$ cat src/rtl/pix_packer_pkg.sv
// Shared PE control/config types and packing helpers for pix_packer.
// M8 packing is only available when PACK_MULT8_EN is defined.
package pix_packer_pkg;

    // PE datapath configuration
    localparam int PE_DWD   = 16;
    localparam int PE_MAXEW = 8;

    // PE control configuration
    typedef enum logic [2:0] {
        XNOR = 3'd0,
        M1   = 3'd1,
        M2   = 3'd2,
        M4   = 3'd3,
        M8   = 3'd4
    } mode_e;

    typedef enum logic {
        UNSIGNED = 1'b0,
        SIGNED   = 1'b1
    } numt_e;

    // Control that travels with each packed word.
    typedef struct packed {
        mode_e mode;
        numt_e numt;
        logic  last;
    } word_meta_t;

    // Map a raw mode field onto the modes this build actually packs.
    function automatic mode_e norm_mode(input logic [2:0] raw);
        mode_e m;
        m = M1;
        case (raw)
            3'd0: m = XNOR;
            3'd1: m = M1;
            3'd2: m = M2;
            3'd3: m = M4;
            3'd4: begin
`ifdef PACK_MULT8_EN
                m = M8;
`else
                m = M4;
`endif
            end
            default: m = M1;
        endcase
        return m;
    endfunction

    function automatic int pack_ew(input mode_e mode);
        int ew;
        ew = 1;
        case (mode)
            M2: ew = 2;
            M4: ew = 4;
`ifdef PACK_MULT8_EN
            M8: ew = 8;
`else
            M8: ew = 4;
`endif
            default: ew = 1;
        endcase
        return ew;
    endfunction

    function automatic int pack_nl(input mode_e mode, input int dwd);
        return dwd / pack_ew(mode);
    endfunction

endpackage

$ cat src/rtl/pack_obuf.sv
// Single-entry output register for pix_packer: loads a packed word and
// holds it stable until the downstream accepts it.
module pack_obuf
    import pix_packer_pkg::*;
#(
    parameter int DWD = PE_DWD
) (
    input  logic             i_clk,
    input  logic             i_rst,
    input  logic             i_load,
    input  logic [DWD-1:0]   i_pix,
    input  logic [DWD-1:0]   i_lmask,
    input  word_meta_t       i_meta,
    input  logic             i_ready,
    output logic             o_valid,
    output logic             o_free,
    output logic [DWD-1:0]   o_pix,
    output logic [DWD-1:0]   o_lmask,
    output word_meta_t       o_meta
);

    logic             valid_q, valid_d;
    logic [DWD-1:0]   pix_q, pix_d;
    logic [DWD-1:0]   lmask_q, lmask_d;
    word_meta_t       meta_q, meta_d;

    always_comb begin
        // NOTE: every variable gets a default first so no path infers a latch.
        valid_d = valid_q & ~i_ready;
        pix_d   = pix_q;
        lmask_d = lmask_q;
        meta_d  = meta_q;
        o_free  = ~valid_q | i_ready;
        if (i_load) begin
            valid_d = 1'b1;
            pix_d   = i_pix;
            lmask_d = i_lmask;
            meta_d  = i_meta;
        end
    end

    // NOTE: state updates use non-blocking assignments so all flops sample together.
    always_ff @(posedge i_clk or posedge i_rst) begin
        if (i_rst) begin
            valid_q <= 1'b0;
            pix_q   <= '0;
            lmask_q <= '0;
            meta_q  <= '{mode: M1, numt: UNSIGNED, last: 1'b0};
        end else begin
            valid_q <= valid_d;
            pix_q   <= pix_d;
            lmask_q <= lmask_d;
            meta_q  <= meta_d;
        end
    end

    assign o_valid = valid_q;
    assign o_pix   = pix_q;
    assign o_lmask = lmask_q;
    assign o_meta  = meta_q;

endmodule

$ cat src/rtl/pix_packer.sv
// Packs narrow activation/weight elements LSB-first into DWD-bit lane words.
// Define PACK_MULT8_EN to enable M8 packing; otherwise M8 packs as M4.
module pix_packer
    import pix_packer_pkg::*;
#(
    parameter int DWD   = PE_DWD,
    parameter int MAXEW = PE_MAXEW
) (
    input  logic              i_clk,
    input  logic              i_rst,
    input  logic              i_valid,
    output logic              o_ready,
    input  logic [MAXEW-1:0]  i_data,
    input  logic              i_last,
    input  logic [2:0]        i_mode,
    input  logic              i_numt,
    output logic              o_valid,
    input  logic              i_ready,
    output logic [DWD-1:0]    o_pix,
    output logic [2:0]        o_mode,
    output logic              o_numt,
    output logic [DWD-1:0]    o_lmask,
    output logic              o_last
);

    localparam int CW = $clog2(DWD) + 1;

    logic [DWD-1:0]   asm_q, asm_d;
    logic [CW-1:0]    cnt_q, cnt_d;
    mode_e            cfg_mode_q, cfg_mode_d;
    numt_e            cfg_numt_q, cfg_numt_d;

    logic             first;
    mode_e            cur_mode;
    numt_e            cur_numt;
    int               ew, nl, shamt, fill;
    logic [MAXEW-1:0] elem;
    logic [DWD-1:0]   elem_ext, merged, lmask;
    logic             closing, take, load, obuf_free;
    word_meta_t       meta, out_meta;

    always_comb begin
        asm_d      = asm_q;
        cnt_d      = cnt_q;
        cfg_mode_d = cfg_mode_q;
        cfg_numt_d = cfg_numt_q;
        load       = 1'b0;

        // Control is taken live on lane 0 and from the latched copy afterwards.
        first    = (cnt_q == '0);
        cur_mode = first ? norm_mode(i_mode) : cfg_mode_q;
        cur_numt = first ? numt_e'(i_numt) : cfg_numt_q;
        ew       = pack_ew(cur_mode);
        nl       = pack_nl(cur_mode, DWD);
        shamt    = int'(cnt_q) * ew;
        fill     = (int'(cnt_q) + 1) * ew;

        for (int i = 0; i < MAXEW; i++) begin
            elem[i] = i_data[i] & (i < ew);
        end
        elem_ext = DWD'(elem);
        merged   = asm_q | (elem_ext << shamt);
        for (int b = 0; b < DWD; b++) begin
            lmask[b] = (b < fill);
        end

        meta    = '{mode: cur_mode, numt: cur_numt, last: i_last};
        closing = ((int'(cnt_q) + 1) >= nl) | i_last;
        o_ready = ~closing | obuf_free;
        take    = i_valid & o_ready;

        if (take) begin
            if (first) begin
                cfg_mode_d = cur_mode;
                cfg_numt_d = cur_numt;
            end
            if (closing) begin
                load  = 1'b1;
                asm_d = '0;
                cnt_d = '0;
            end else begin
                asm_d = merged;
                cnt_d = cnt_q + 1'b1;
            end
        end
    end

    always_ff @(posedge i_clk or posedge i_rst) begin
        if (i_rst) begin
            asm_q      <= '0;
            cnt_q      <= '0;
            cfg_mode_q <= M1;
            cfg_numt_q <= UNSIGNED;
        end else begin
            asm_q      <= asm_d;
            cnt_q      <= cnt_d;
            cfg_mode_q <= cfg_mode_d;
            cfg_numt_q <= cfg_numt_d;
        end
    end

    pack_obuf #(
        .DWD (DWD)
    ) u_obuf (
        .i_clk   (i_clk),
        .i_rst   (i_rst),
        .i_load  (load),
        .i_pix   (merged),
        .i_lmask (lmask),
        .i_meta  (meta),
        .i_ready (i_ready),
        .o_valid (o_valid),
        .o_free  (obuf_free),
        .o_pix   (o_pix),
        .o_lmask (o_lmask),
        .o_meta  (out_meta)
    );

    assign o_mode = out_meta.mode;
    assign o_numt = out_meta.numt;
    assign o_last = out_meta.last;

endmodule

$ cat config.mk
export PLATFORM = sky130hd
export DESIGN_NAME = pix_packer
export DESIGN_NICKNAME = d
export VERILOG_FILES = /design/src/rtl/pix_packer_pkg.sv /design/src/rtl/pack_obuf.sv /design/src/rtl/pix_packer.sv
export SDC_FILE = /design/constraint.sdc
export NUM_CORES = 1
export LEC_CHECK = 0
export BUFFER_PORTS_ARGS = -buffer_cell sky130_fd_sc_hd__buf_2
export CAP_MARGIN = 10
export CORE_MARGIN = 3
export CORE_UTILIZATION = 55
export DETAILED_ROUTE_END_ITERATION = 8
export MAX_ROUTING_LAYER = met4
export PLACE_DENSITY = 0.75
export SYNTH_ARGS = -nofsm -noshare
export SYNTH_HDL_FRONTEND = slang
export SYNTH_SLANG_ARGS = --single-unit
$ cat constraint.sdc
create_clock -name i_clk -period 6.9 [get_ports i_clk]
set_clock_uncertainty 0.05 [all_clocks]
set_input_delay 1.035 -clock i_clk [delete_from_list [all_inputs] [get_ports i_clk]]
set_output_delay 1.035 -clock i_clk [all_outputs]
set_load 0.05 [all_outputs]
==> run_results.csv, run 1 <==
group,metric,value,unit
outcome,outcome,"finished, final reports clean",
die,coreArea,6830,µm²
sta,setup_viol,0,
power_and_ir_drop,p_clk_frac,0.147,
synthesis,yosysUniqueCellTypes,60,
clock_network,cts_resized,0,
sta,drv_slew,0,
clock_network,cts.sinks,63,
synthesis,synth_nets,502,
layout,fillers,609,
clock_network,cts-hold-fix-buffers,0,
layout,nets,548,
global_routing,first_global_vias,3138,
clock_network,cts_max_level,3,
detailed_routing,dr.pass1.iters,4,
clock_network,cts_buffers,9,
setup_path,critPathKind,"reg -> reg",
die,die-area,8150,µm²
clock_network,cts_tree,"done",
sta,fin_crit,5.64,ns
setup_path,ff2ff_path_depth,17,
layout,register_area,1580,µm²
detailed_routing,wl,8480,µm
setup_path,worst_setup_path_start_kind,"flip-flop",
detailed_routing,drtIter0Drc,281,
layout,syn_to_final_growth,13.9,%
setup_path,cp_max_fo,13,
flow_run,cap_violations,0,
placed_design,numPortBuffers,51,
power_and_ir_drop,vdd_drop_max,0.000278,V
synthesis,synth_warnings,0,
synthesis,synth_cells,443,
synthesis,ys_seq_area_frac,0.404,
power_and_ir_drop,p_int,1100,µW
synthesis,syn_area_per_cell,8.82,µm²
die,rows,30,
sta,rsz0062_at_grt,"false",
die,io_pins,56,
layout,multi_input_area,2090,µm²
sta,clock.fmax,177,MHz
setup_path,end_kind,"flip-flop",
synthesis,synth_edf_count,0,
global_routing,grt_first_pass_wirelength,14800,µm
synthesis,synthFlopType,"dfrtp_1",
detailed_routing,antenna_left,0,
power_and_ir_drop,swShare,0.531,
clock_network,clk_pin_slew,0.07,ns
layout,utilization,0.652,
layout,drive_gt1_frac,0.178,
placed_design,hpwl,6280,µm
clock_network,clock_latency,0.34,ns
power_and_ir_drop,power_density,528,nW/µm²
placed_design,gp_congestion,0.941,
synthesis,synth_async_sr_flop_share,1.00,
hold_path,holdPathStages,2,
power_and_ir_drop,switchingPower,1250,µW
detailed_routing,vias,3232,
hold_path,hold_path_class,"reg -> reg",
setup_path,cp_data_required_time,7.10,ns
sta,tightest_slew,1.05,ns
power_and_ir_drop,combPwrFrac,0.596,
layout,diodes,0,
detailed_routing,post-route-drc-count,0,
die,die_h,90.3,µm
setup_path,cp_data_arrival_time,5.84,ns
global_routing,grt_overflow,0,
global_routing,antenna_found_initial,0,
sta,finalCritPeriodShare,0.817,
clock_network,cts_setup_buffers,0,
global_routing,grtUsageTotal,0.229,
detailed_routing,wl_per_cell,14.4,µm
synthesis,syn-cell-area,3910,µm²
sta,hold_viol,0,
sta,slew_headroom,0.296,
die,start_util,0.572,
clock_network,ctsRootBufferMaster,"clkbuf_8",
sta,tns,0,ns
synthesis,ys_ff_latch,63,
clock_network,cts_buffer_depth,2,
detailed_routing,vias_per_cell,5.48,
power_and_ir_drop,p_seq_frac,0.257,
power_and_ir_drop,leakagePower,0.00230,µW
global_routing,grt_max_degree,64,
die,die_width,90.3,µm
==> power groups by stage <==
stage / registers, µW / logic, µW / clock network (µW)
finish: 605 / 1400 / 346
global placement: 606 / 1370 / 0
global route: 627 / 1540 / 368
floorplan: 947 / 747 / 0
CTS: 605 / 1400 / 349
detailed placement: 613 / 1390 / 0
==> cells in the final DEF, fill, tap and decap left out, drive strengths merged, types with 4 or more instances in the layout <==
cell type  Yosys  routed
a21o           4       4
a21oi         27      27
a31oi         16      16
and2           4       4
buf            3      56
clkbuf        18      11
dfrtp         61      61
fa             7       7
ha            35      35
inv           40      42
mux2i          4       4
nand2         43      43
nand2b         6       6
nand3         12      12
nor2          70      70
nor2b          5       5
nor3           7       7
o21ai         24      24
o22ai          5       5
or3            4       4
==> through the flow <==
step	hold slack [ns]	instance area (µm²)	power, µW	cells	setup WS, ns
2_1_floorplan	0.398	3910	1690	443	2.01
3_3_place_gp	0.407	4240	1980	574	1.44
3_5_place_dp	0.406	4240	2010	574	1.36
4_1_cts	0.423	4450	2360	590	1.31
5_1_grt	0.457	4450	2530	590	0.861
6_report	0.426	4450	2350	590	1.26
==> logic make-up (layout without fill, tap and decap cells) <==
family                     after synthesis  count (layout)  share of synthesized area
adders and majority gates               42              42                      0.148
other                                    1               1                   0.000960
xor gates and xnor gates                 4               4                    0.00897
muxes                                    6               6                     0.0160
buffers and inverters                   61             112                     0.0599
DFF                                     63              63                      0.404
and+or+nand+nor                        167             167                      0.198
AOI/OAI and AO/OA                       99              99                      0.165
==> path summary, 6_finish.rpt <==
path	from	end	slack [ns]
setup / recovery	cnt_q[0]	asm_q[9]	1.26
hold / removal	u_obuf.o_meta[4]	u_obuf.o_meta[4]	0.43
setup reg to reg	cnt_q[0]	asm_q[9]	1.26
hold reg to reg	u_obuf.o_meta[4]	u_obuf.o_meta[4]	0.43
max in group asynchronous	i_rst	cnt_q[0]	5.42
min in group asynchronous	i_rst	u_obuf.o_lmask[13]	0.85
==> flip-flops by register name (all words and copies together) (netlist names) <==
register        flops
cfg_numt_q          1
cnt_q               5
u_obuf.o_lmask     16
asm_q              16
cfg_mode_q          3
u_obuf.o_valid      1
u_obuf.o_pix       16
u_obuf.o_meta       5
==> routing by layer <==
| metal | vias up | track usage | wire length (µm) |
|---|---|---|---|
| met4 | 0 | 0.0765 | 97 |
| li1 | 1597 | - | - |
| met2 | 78 | 0.356 | 3960 |
| met3 | 8 | 0.0508 | 443 |
| met1 | 1549 | 0.300 | 3980 |
| met5 | - | - | 0 |
==> area by class of cell <==
cell class / instances / share of cell area
flip-flops and latches: 63 / 0.355
clock buffers: 11 / 0.0340
inverters: 40 / 0.0337
well taps: 96 / 0.0270
repair buffers: 56 / 0.0658
multi-input cells: 319 / 0.470
clock inverters: 5 / 0.0143
==> synthesized netlist by cell type (2+ instances only) <==
master     n  area (µm²)
o21a_1     3        22.5
o31ai_1    2        15.0
dfrtp_1   61        1530
nand3_1   12        60.1
and2_1     4        25.0
a211o_1    2        17.5
a31oi_1   16         100
dfstp_2    2        52.6
nand2_1   42         158
nor3_1     6        30.0
nor3b_1    3        22.5
inv_1     39         146
o22ai_1    5        31.3
xnor2_1    3        26.3
ha_1      35         438
nor4_1     3        18.8
mux2_2     2        22.5
a21oi_1   25         125
mux2i_1    4        40.0
nor2_1    70         263
and3_1     3        18.8
nor2b_1    5        31.3
a22oi_1    2        15.0
a21oi_2    2        17.5
o21ai_0   18        90.1
clkbuf_1  17        63.8
o21ai_1    6        30.0
or3_1      3        18.8
buf_2      3        15.0
nand2b_1   6        37.5
fa_1       7         140
a21o_1     4        30.0
==> critical path, cell delays in order, from the launching register on <==
cell and delay (ns):
dfrtp_1 0.49, inv_1 0.25, ha_1 0.19, or4b_1 0.60, a211o_1 0.35, o21ai_1 0.56, nor2_1 0.09, ha_1 0.31
inv_1 0.05, fa_1 0.59, inv_1 0.06, ha_1 0.29, a21o_1 0.19, a21o_1 0.17, a211o_1 0.41, nor3_1 0.52
a22oi_1 0.19, o21ai_1 0.18
No activity file was read; power rests on OpenSTA's default activity.
==> inputs of run 2 (changes only) <==
--- a/config.mk
+++ b/config.mk
@@ -5,13 +5,14 @@
 export SDC_FILE = /design/constraint.sdc
 export NUM_CORES = 1
 export LEC_CHECK = 0
+export ABC_AREA = 1
 export BUFFER_PORTS_ARGS = -buffer_cell sky130_fd_sc_hd__buf_2
 export CAP_MARGIN = 10
 export CORE_MARGIN = 3
-export CORE_UTILIZATION = 55
+export CORE_UTILIZATION = 52
 export DETAILED_ROUTE_END_ITERATION = 8
 export MAX_ROUTING_LAYER = met4
-export PLACE_DENSITY = 0.75
+export PLACE_DENSITY = 0.74
 export SYNTH_ARGS = -nofsm -noshare
 export SYNTH_HDL_FRONTEND = slang
 export SYNTH_SLANG_ARGS = --single-unit
==> constraint.sdc (replaced) <==
create_clock -name i_clk -period 4.7 [get_ports i_clk]
set_clock_uncertainty 0.05 [all_clocks]
set_input_delay 0.705 -clock i_clk [delete_from_list [all_inputs] [get_ports i_clk]]
set_output_delay 0.705 -clock i_clk [all_outputs]
set_load 0.05 [all_outputs]
==> run_results.csv, run 2 <==
group,metric,value,unit
outcome,outcome,"finished, final reports clean",
die,rows,31,
synthesis,synth_warnings,0,
die,die_h,94.0,µm
synthesis,synth.area.top_cells,"dfrtp_1, nand2_1, ha_1",
sta,finalCritPeriodShare,0.908,
power_and_ir_drop,p_clk_frac,0.136,
die,die_width,94.0,µm
power_and_ir_drop,vdd_drop_max,0.000496,V
detailed_routing,dr.pass1.iters,7,
synthesis,syn-cell-area,4020,µm²
power_and_ir_drop,swShare,0.544,
global_routing,grt_first_pass_wirelength,15300,µm
synthesis,yosysUniqueCellTypes,44,
power_and_ir_drop,power_density,777,nW/µm²
layout,final_cell_mix,"nand2_1, inv_1, dfrtp_1, buf_2, nor2_1",
layout,nets,613,
die,io_pins,56,
clock_network,clock_latency,0.35,ns
hold_path,hold_start,"u_obuf.o_pix[7]",
sta,setup_viol,0,
detailed_routing,wl_per_cell,13.4,µm
synthesis,synth_common_cells,"nand2_1, inv_1, dfrtp_1",
setup_path,cp_max_fo,17,
clock_network,cts_tree,"done",
setup_path,end_kind,"flip-flop",
power_and_ir_drop,leakagePower,0.00263,µW
clock_network,clk_pin_slew,0.08,ns
setup_path,crit_path_frequent_cell,"nand2_1",
placed_design,hpwl,6560,µm
placed_design,dpl-instance-area,4390,µm²
flow_run,cap_violations,0,
synthesis,yosysTopAreaCellShare,0.379,
setup_path,worst_setup_path_start_kind,"flip-flop",
sta,hold_viol,0,
layout,diodes,0,
placed_design,numPortBuffers,51,
synthesis,synth_edf_count,0,
setup_path,worstSetupStartpoint,"cnt_q[0]",
clock_network,cts_buffers,9,
synthesis,synth_async_sr_flop_share,1.00,
detailed_routing,highest_layer,"met4",
power_and_ir_drop,combPwrFrac,0.631,
layout,stdcell_count,658,
sta,slew_headroom,0.465,
global_routing,antenna_found_initial,0,
detailed_routing,vias,3305,
detailed_routing,vias_per_cell,5.02,
power_and_ir_drop,p_int,1640,µW
layout,fin_area,4630,µm²
clock_network,cts_max_level,3,
power_and_ir_drop,p_seq_frac,0.234,
setup_path,crit_buf_inv,3,
detailed_routing,antenna_left,0,
detailed_routing,post-route-drc-count,0,
sta,tightest_slew,0.802,ns
die,start_util,0.546,
hold_path,hold_path_class,"reg -> reg",
setup_path,critPathTopFamily,"simple AND/OR/NAND/NOR gates",
sta,tns,0,ns
detailed_routing,wl_met1,4070,µm
placed_design,dpl_worst_slack,0.397,ns
synthesis,ys_ff_latch,63,
synthesis,synth_nets,557,
synthesis,synth_cells,498,
detailed_routing,wl_met3,389,µm
synthesis,synth.largest_area_cell,"dfrtp_1",
setup_path,cp_num_cells,28,
synthesis,synthFlopType,"dfrtp_1",
placed_design,gp_congestion,0.860,
setup_path,critPathKind,"reg -> reg",
setup_path,timing.rr.end,"u_obuf.o_pix[9]",
setup_path,cp_data_required_time,4.93,ns
global_routing,grt_max_degree,64,
sta,drv_slew,0,
clock_network,cts.sinks,63,
setup_path,crit_slowest_cell,"fa_1",
setup_path,cp_data_arrival_time,4.50,ns
global_routing,grtUsageTotal,0.227,
setup_path,ff2ff_path_depth,28,
layout,final_common_cell,"nand2_1",
global_routing,grt_overflow,0,
setup_path,cp-endpoint,"u_obuf.o_pix[9]",
detailed_routing,met2_wirelength,4200,µm
placed_design,placedCellCount,640,
power_and_ir_drop,switchingPower,1960,µW
die,coreArea,7370,µm²
sta,clock.fmax,234,MHz
detailed_routing,wl,8820,µm
layout,drive_gt1_frac,0.191,
layout,utilization,0.628,
sta,worst_slack,0.433,ns
clock_network,cts_buffer_depth,2,
global_routing,first_global_vias,3372,
clock_network,cts-hold-fix-buffers,0,
die,die-area,8830,µm²
synthesis,syn_area_per_cell,8.08,µm²
sta,fin_crit,4.27,ns
synthesis,yosysMostFrequentCell,"nand2_1",
layout,syn_to_final_growth,15.0,%
detailed_routing,drtIter0Drc,150,
sta,rsz0062_at_grt,"false",
setup_path,r2r_start,"cnt_q[0]",
synthesis,ys_seq_area_frac,0.392,
setup_path,reg2reg_slack,0.43,ns
setup_path,slowest_delay,0.58,ns
clock_network,ctsRootBufferMaster,"clkbuf_8",
## run 2: cell count changes in the layout (fill, tap and decap cells not counted), sizes merged, moves of 5 or more
cell    change
nor2b       -5
nand3      +20
nor3        -6
a31oi      -15
nand2     +101
nand4       +6
nor2       -17
inv        +32
nand2b      -6
## run 2: final cells by class
class                   instances  area (µm²)
multi-input cells             348        2110
flip-flops and latches         63        1580
clock buffers                  10         138
well taps                      99         124
fillers                       619        2740
repair buffers                 58         320
inverters                      74         285
clock inverters                 6        68.8
## run 2: worst min path at each step
stage | endpoint | depth (start not counted)
2_1_floorplan | cfg_numt_q | 2
3_3_place_gp | u_obuf.o_pix[15] | 2
3_5_place_dp | u_obuf.o_pix[5] | 2
4_1_cts | u_obuf.o_pix[6] | 2
5_1_grt | u_obuf.o_pix[7] | 2
6_report | u_obuf.o_pix[7] | 2
## run 2: worst min-delay path, delay by kind of cell, from the launching register on
| kind | cells | cell delay, ns |
|---|---|---|
| flops | 1 | 0.34 |
| simple gates | 2 | 0.10 |
## run 2: what timing repair did
| action | CTS | global route |
|---|---|---|
| endpoints found under the setup margin | 0 | 4 |
| resized for setup | 0 | 1 |
| setup buffers | 0 | 2 |
## run 2: power groups by stage
stage	Combinational, µW	Clock (µW)	Sequential, µW
after CTS	2240	499	841
after global placement	2180	0	839
after floorplan	1330	0	1270
after global routing	2530	519	864
final	2270	488	840
after detailed placement	2230	0	845
## run 2: per-layer routing
layer	vias to the layer above	global-route usage
li1	1685	-
met1	1530	0.294
met2	79	0.349
met3	11	0.0481
met4	0	0.0890
met5	-	-
## run 2: cells by family (layout without fill, tap and decap cells)
logic type,count (synthesis),count (layout),share of synthesized area
xor+xnor,3,3,0.00653
fa+ha+maj,42,42,0.144
other cells,1,1,0.000932
flops,63,63,0.392
simple gates,244,244,0.291
compound gates,58,58,0.0812
buf+inv,87,148,0.0843
## run 2: per-stage QoR
stage               power [µW]  hold slack, ns
global route              3910           0.450
finish                    3600           0.425
CTS                       3580           0.431
detailed placement        3080           0.410
floorplan                 2590           0.398
global placement          3020           0.406
